`src/rtl/kiss_sched_pkg.sv`:
```
// Shared types and constants for the KISS random-word scheduler.
// Generator state layout, reset seed and step constants live here.
package kiss_sched_pkg;

    typedef struct packed {
        logic [31:0] jcong;
        logic [31:0] jsr;
        logic [31:0] w;
        logic [31:0] z;
    } kiss_state_t;

    localparam logic [31:0] ZSeed     = 32'd362436069;
    localparam logic [31:0] WSeed     = 32'd521288629;
    localparam logic [31:0] JsrSeed   = 32'd123456789;
    localparam logic [31:0] JcongSeed = 32'd380116160;

    localparam kiss_state_t KissResetSeed = '{
        jcong: JcongSeed,
        jsr:   JsrSeed,
        w:     WSeed,
        z:     ZSeed
    };

    localparam logic [31:0] MultZ    = 32'd36969;
    localparam logic [31:0] MultW    = 32'd18000;
    localparam logic [31:0] MultCong = 32'd69069;
    localparam logic [31:0] IncCong  = 32'd1234567;

    typedef enum logic {StIdle, StRun} state_e;

endpackage

```
`src/rtl/kiss_step.sv`:
```
// One combinational KISS step: next generator state and the output word.
// All arithmetic wraps at 32 bits.
module kiss_step
    import kiss_sched_pkg::*;
(
    input  kiss_state_t cur,
    output kiss_state_t nxt,
    output logic [31:0] word
);

    logic [31:0] jsr1;
    logic [31:0] jsr2;

    always_comb begin
        nxt.z     = MultZ * {16'h0, cur.z[15:0]} + {16'h0, cur.z[31:16]};
        nxt.w     = MultW * {16'h0, cur.w[15:0]} + {16'h0, cur.w[31:16]};
        jsr1      = cur.jsr ^ (cur.jsr << 17);
        jsr2      = jsr1 ^ (jsr1 >> 13);
        nxt.jsr   = jsr2 ^ (jsr2 << 5);
        nxt.jcong = MultCong * cur.jcong + IncCong;
        word      = (({nxt.z[15:0], 16'h0} + nxt.w) ^ nxt.jcong) + nxt.jsr;
    end

endmodule

```
`src/rtl/kiss_rng_sched.sv`:
```
// KISS random-word engine shared by N_REQ requesters with round-robin grants.
// Each grant streams a burst of words over valid/ready, tagged with the requester id.
module kiss_rng_sched
    import kiss_sched_pkg::*;
#(
    parameter int unsigned N_REQ   = 4,
    parameter int unsigned MAX_LEN = 16,
    parameter int unsigned LEN_W   = $clog2(MAX_LEN + 1),
    parameter int unsigned ID_W    = $clog2(N_REQ)
) (
    input  logic                     clk,
    input  logic                     rst_n,
    input  logic                     seed_load,
    input  logic [127:0]             seed_data,
    output logic                     seed_ready,
    input  logic [N_REQ-1:0]         req_valid,
    input  logic [N_REQ*LEN_W-1:0]   req_len,
    output logic [N_REQ-1:0]         req_ready,
    output logic                     out_valid,
    input  logic                     out_ready,
    output logic [31:0]              out_data,
    output logic [ID_W-1:0]          out_id,
    output logic                     out_last,
    output logic                     busy
);

    state_e            state_q, state_d;
    kiss_state_t       kiss_q, kiss_d, kiss_nxt;
    logic [31:0]       kiss_word;
    logic [ID_W-1:0]   rr_q, rr_d;
    logic [ID_W-1:0]   id_q, id_d;
    logic [LEN_W-1:0]  rem_q, rem_d;
    logic              ov_q, ov_d;
    logic [31:0]       od_q, od_d;
    logic [ID_W-1:0]   oid_q, oid_d;
    logic              ol_q, ol_d;

    logic              grant_any;
    logic [ID_W-1:0]   grant_idx;
    int unsigned       cand;
    logic [LEN_W-1:0]  sel_len;
    logic [LEN_W-1:0]  len_eff;
    logic              advance;
    logic              take_grant;

    kiss_step u_step (
        .cur  (kiss_q),
        .nxt  (kiss_nxt),
        .word (kiss_word)
    );

    // First requesting index strictly after rr_q, wrapping around.
    always_comb begin
        grant_any = 1'b0;
        grant_idx = '0;
        cand      = 0;
        for (int unsigned k = 1; k <= N_REQ; k++) begin
            cand = (32'(rr_q) + k) % N_REQ;
            if (!grant_any && req_valid[ID_W'(cand)]) begin
                grant_any = 1'b1;
                grant_idx = ID_W'(cand);
            end
        end
    end

    always_comb begin
        sel_len = req_len[32'(grant_idx) * LEN_W +: LEN_W];
        len_eff = (32'(sel_len) > MAX_LEN) ? LEN_W'(MAX_LEN) : sel_len;
    end

    assign advance    = !ov_q || out_ready;
    assign take_grant = (state_q == StIdle) && !seed_load && grant_any;

    // FSM state register
    always_ff @(posedge clk or negedge rst_n) begin
        if (!rst_n) begin
            state_q <= StIdle;
        end else begin
            state_q <= state_d;
        end
    end

    // FSM next-state
    always_comb begin
        state_d = state_q;
        unique case (state_q)
            StIdle: begin
                if (take_grant && len_eff != '0) begin
                    state_d = StRun;
                end
            end
            StRun: begin
                if (advance && rem_q == '0) begin
                    state_d = StIdle;
                end
            end
        endcase
    end

    // FSM outputs
    always_comb begin
        seed_ready = 1'b0;
        req_ready  = '0;
        busy       = 1'b0;
        unique case (state_q)
            StIdle: begin
                seed_ready = 1'b1;
                if (take_grant) begin
                    req_ready = N_REQ'(1) << grant_idx;
                end
            end
            StRun: begin
                busy = 1'b1;
            end
        endcase
    end

    // Datapath next-state
    always_comb begin
        kiss_d = kiss_q;
        rr_d   = rr_q;
        id_d   = id_q;
        rem_d  = rem_q;
        ov_d   = ov_q;
        od_d   = od_q;
        oid_d  = oid_q;
        ol_d   = ol_q;
        unique case (state_q)
            StIdle: begin
                if (seed_load) begin
                    kiss_d = kiss_state_t'(seed_data);
                end else if (grant_any) begin
                    rr_d  = grant_idx;
                    id_d  = grant_idx;
                    rem_d = len_eff;
                end
            end
            StRun: begin
                if (advance) begin
                    if (rem_q != '0) begin
                        kiss_d = kiss_nxt;
                        od_d   = kiss_word;
                        ov_d   = 1'b1;
                        oid_d  = id_q;
                        ol_d   = (rem_q == LEN_W'(1));
                        rem_d  = rem_q - LEN_W'(1);
                    end else begin
                        ov_d = 1'b0;
                        ol_d = 1'b0;
                    end
                end
            end
        endcase
    end

    always_ff @(posedge clk or negedge rst_n) begin
        if (!rst_n) begin
            kiss_q <= KissResetSeed;
            rr_q   <= ID_W'(N_REQ - 1);
            id_q   <= '0;
            rem_q  <= '0;
            ov_q   <= 1'b0;
            od_q   <= '0;
            oid_q  <= '0;
            ol_q   <= 1'b0;
        end else begin
            kiss_q <= kiss_d;
            rr_q   <= rr_d;
            id_q   <= id_d;
            rem_q  <= rem_d;
            ov_q   <= ov_d;
            od_q   <= od_d;
            oid_q  <= oid_d;
            ol_q   <= ol_d;
        end
    end

    assign out_valid = ov_q;
    assign out_data  = od_q;
    assign out_id    = oid_q;
    assign out_last  = ol_q;

endmodule

```
`config.mk`:
```
export PLATFORM = sky130hd
export DESIGN_NAME = kiss_rng_sched
export DESIGN_NICKNAME = d
export VERILOG_FILES = /design/src/rtl/kiss_sched_pkg.sv /design/src/rtl/kiss_step.sv /design/src/rtl/kiss_rng_sched.sv
export SDC_FILE = /design/constraint.sdc
export NUM_CORES = 1
export LEC_CHECK = 0
export CAP_MARGIN = 20
export CORE_MARGIN = 2
export CORE_UTILIZATION = 30
export DETAILED_ROUTE_END_ITERATION = 10
export SLEW_MARGIN = 20
export SYNTH_ARGS = -nofsm -noshare
export SYNTH_HDL_FRONTEND = slang
export SYNTH_SLANG_ARGS = --single-unit
```
`constraint.sdc`:
```
create_clock -name clk -period 8.8 [get_ports clk]
set_input_delay 2.64 -clock clk [delete_from_list [all_inputs] [get_ports clk]]
set_output_delay 2.64 -clock clk [all_outputs]
set_load 0.05 [all_outputs]
```
==> results.tsv <==
metric	value	unit
Final ANT Viol Nets	0	
Tot GR Track Use	17.7	%
Syn Nets	3685	
syn avg cell area	9.21	sq um
core box area	0.0855	sq mm
setup violators final	0	
clk sinks	174	
critical path's slowest cell	dfstp_2	
Worst-Margin Slew	1.10	ns
worst r2r path cells	34	
routability-driven placement congestion ratio	0.906	
most used cell, CP	ha_1	
number of max-cap violations	0	
crit path time final	8.34	ns
WP data required	9.23	ns
unrepaired setup endpoints after global routing	false	
run status	finished, final reports clean	
Fmax achieved	120	MHz
hold crit path type	reg2reg	
first-pass GRT wire length	121	mm
CTS tree	done	
worst reg2reg endpoint	out_data[31]	
Clock Path Buffers	2	
drt wl/cell	18.6	microns
post-synthesis cell count	2823	
I/O Buffers	197	
Yosys reg bits	174	
total number of vias	20000	
cell area after synthesis	0.0260	sq mm
Top FF cell, synth	dfrtp_1	
Cell Rows	107	
fraction of layout cells with a size suffix above 1	5.07	%
ys async rst share	100	%
Startpoint Class	register	
drt via density	4.81	
drt total wl	77.5	mm
start point of the worst min-delay path	id_q[0]	
number of synthesized flops with an enable pin	0	
CP Data Arrival Time	8.77	ns
CP max stage delay	0.54	ns
final net count	3865	
# IOs	198	
WP buf/inv	2	
final slew viol count	0	
CTS Root Buffer Type	clkbuf_16	
Detail Placement HPWL	65.4	mm
final hold vios	0	
Max-slew headroom	26.7	%
Hold EP	out_id[0]	
Crit Reg-Reg Startpoint	kiss_q[36]	
CP delay by family, top	adder cells	
Synth area leaders	ha_1 22%, fa_1 19%, dfrtp_1 11%	
Die Ht	298	microns
critical path class	reg2reg	
Initial Utilization	30.4	%
total die area	0.0891	sq mm
Hold Crit Depth	2	
Worst-Skew Late Latency	0.50	ns
final setup skew	0.0153	ns
global route total overflow	0	
CTS buffer count	17	
CP Max Fanout	7	
top cell type by total area after synthesis	ha_1	
Yosys top cell area share	22.3	%
Reg2Reg Setup Slack	0.46	ns
Yosys cell types	76	
area grow syn2layout	15.4	%
1st-pass router iterations	5	
Remaining DRCs	0	
post-route clock period utilization	94.7	%
Clock transition at path regs	0.08	ns
Initial DRC Count	1011	
H-tree depth	4	
sequential share of the synthesized area	17.0	%
vias in the first global route	20500	
antenna violations before repair	11	
Worst Setup SP	kiss_q[36]	
largest net degree at the start of global routing	106	
Syn. warnings	0	
setup TNS	0	ns
Die W	298	microns
Critical Path Sink Type	register	
==> metrics by stage <==
stage | std cells | hold slack (ns) | setup slack (ns) | util, % | area [sq um]
CTS | 4160 | 0.480 | 0.0949 | 35.0 | 30000
detailed placement | 4128 | 0.467 | 0.0999 | 34.4 | 29400
global placement | 4128 | 0.454 | 0.246 | 34.4 | 29400
finish | 4161 | 0.477 | 0.463 | 35.1 | 30000
global route | 4160 | 0.501 | 0.0153 | 35.1 | 30000
floorplan | 2823 | 0.439 | 0.732 | - | 26000
==> logic make-up (layout without fill, tap and decap cells) <==
kind of cell | count (synthesis) | in the layout | share of synthesized area (%)
xor gates and xnor gates | 238 | 238 | 8.26
AOI/OAI and AO/OA | 532 | 532 | 12.5
muxes | 111 | 111 | 4.28
and+or+nand+nor | 504 | 504 | 8.91
other | 0 | 1 | 0
adders and majority gates | 706 | 706 | 41.0
buffers and inverters | 558 | 751 | 8.06
DFF | 174 | 174 | 17.0
==> layer usage <==
metal	GRT usage [%]	wire length, microns	up-vias
met5	0	107	-
met4	4.30	1710	18
met3	3.87	4500	85
met2	29.3	35900	399
met1	23.5	35200	9737
li1	-	-	9758
==> cell usage in the layout, fill, tap and decap left out, types with 6 or more instances in the layout <==
master           instances
nor2b_1                 21
buf_4                   23
nand2b_1                19
a211oi_1                21
or3_1                    7
clkdlybuf4s50_1        196
inv_1                  497
nand2_1                206
ha_1                   463
o21a_1                  20
a21o_1                  53
and3_1                  23
a21oi_1                128
o31ai_1                  6
fa_1                   243
o21ai_1                  7
dfstp_2                 62
nand3_1                 33
o21ai_0                197
xnor2_1                149
nor3_1                  35
and2_1                   7
xor2_1                  83
nand4_1                  7
nor2_1                 111
clkbuf_16               17
o211ai_1                11
dfrtp_1                111
o21bai_1                14
nor3b_1                  6
mux2i_1                110
a31oi_1                 15
or2_2                    8
==> sequential cells by signal, summed over array words and instances, names as in the netlist <==
name       cells
rem_q          5
state_q        1
out_id         2
kiss_q       128
out_last       1
out_data      32
rr_q           2
out_valid      1
id_q           2
==> cells in the mapped netlist, types with 23 or more instances <==
master and number:
xor2_1 83, nand2_1 206, nor3_1 36, nor2_1 112
a21oi_1 129, inv_1 498, ha_1 463, and3_1 23
mux2i_1 110, nand3_1 34, xnor2_1 149, dfstp_2 62
o21ai_0 199, dfrtp_1 112, clkbuf_1 52, a21o_1 53
fa_1 243
==> worst register-to-register path: cells and delay by family, from the launching register on <==
kind	cells	cell delay (ns)
flip-flops	1	0.54
AND/OR/NAND/NOR	4	1.07
adder cells (fa/ha/maj)	10	3.29
XOR/XNOR	5	0.83
buffers and inverters	2	0.09
AO/OA/AOI/OAI	13	2.45
==> worst max-delay path by stage <==
stage	end	slack, ns	cells after the start
2_1_floorplan	out_data[31]	0.73	34
3_3_place_gp	out_data[31]	0.25	34
3_5_place_dp	out_data[31]	0.1	35
4_1_cts	out_data[31]	0.09	34
5_1_grt	out_data[31]	0.02	34
6_report	out_data[31]	0.46	34
==> cell type report <==
type	count	area, sq um
repair buffers	221	2170
multi-input cells	2091	19600
well taps	1144	1430
flip-flops and latches	174	4440
clock inverters	15	133
inverters	498	1870
clock buffers	17	425
fillers	8752	55500
diodes	1	2.50
==> what timing repair did <==
item / in CTS / in global routing
setup endpoints to repair: 0 / 4
resized for setup: 0 / 9
hold buffers: 0 / 0
buffers inserted: 0 / 0
Power is not shown: default switching activity piles up to over one toggle a cycle in this logic, so the estimate is an artifact.
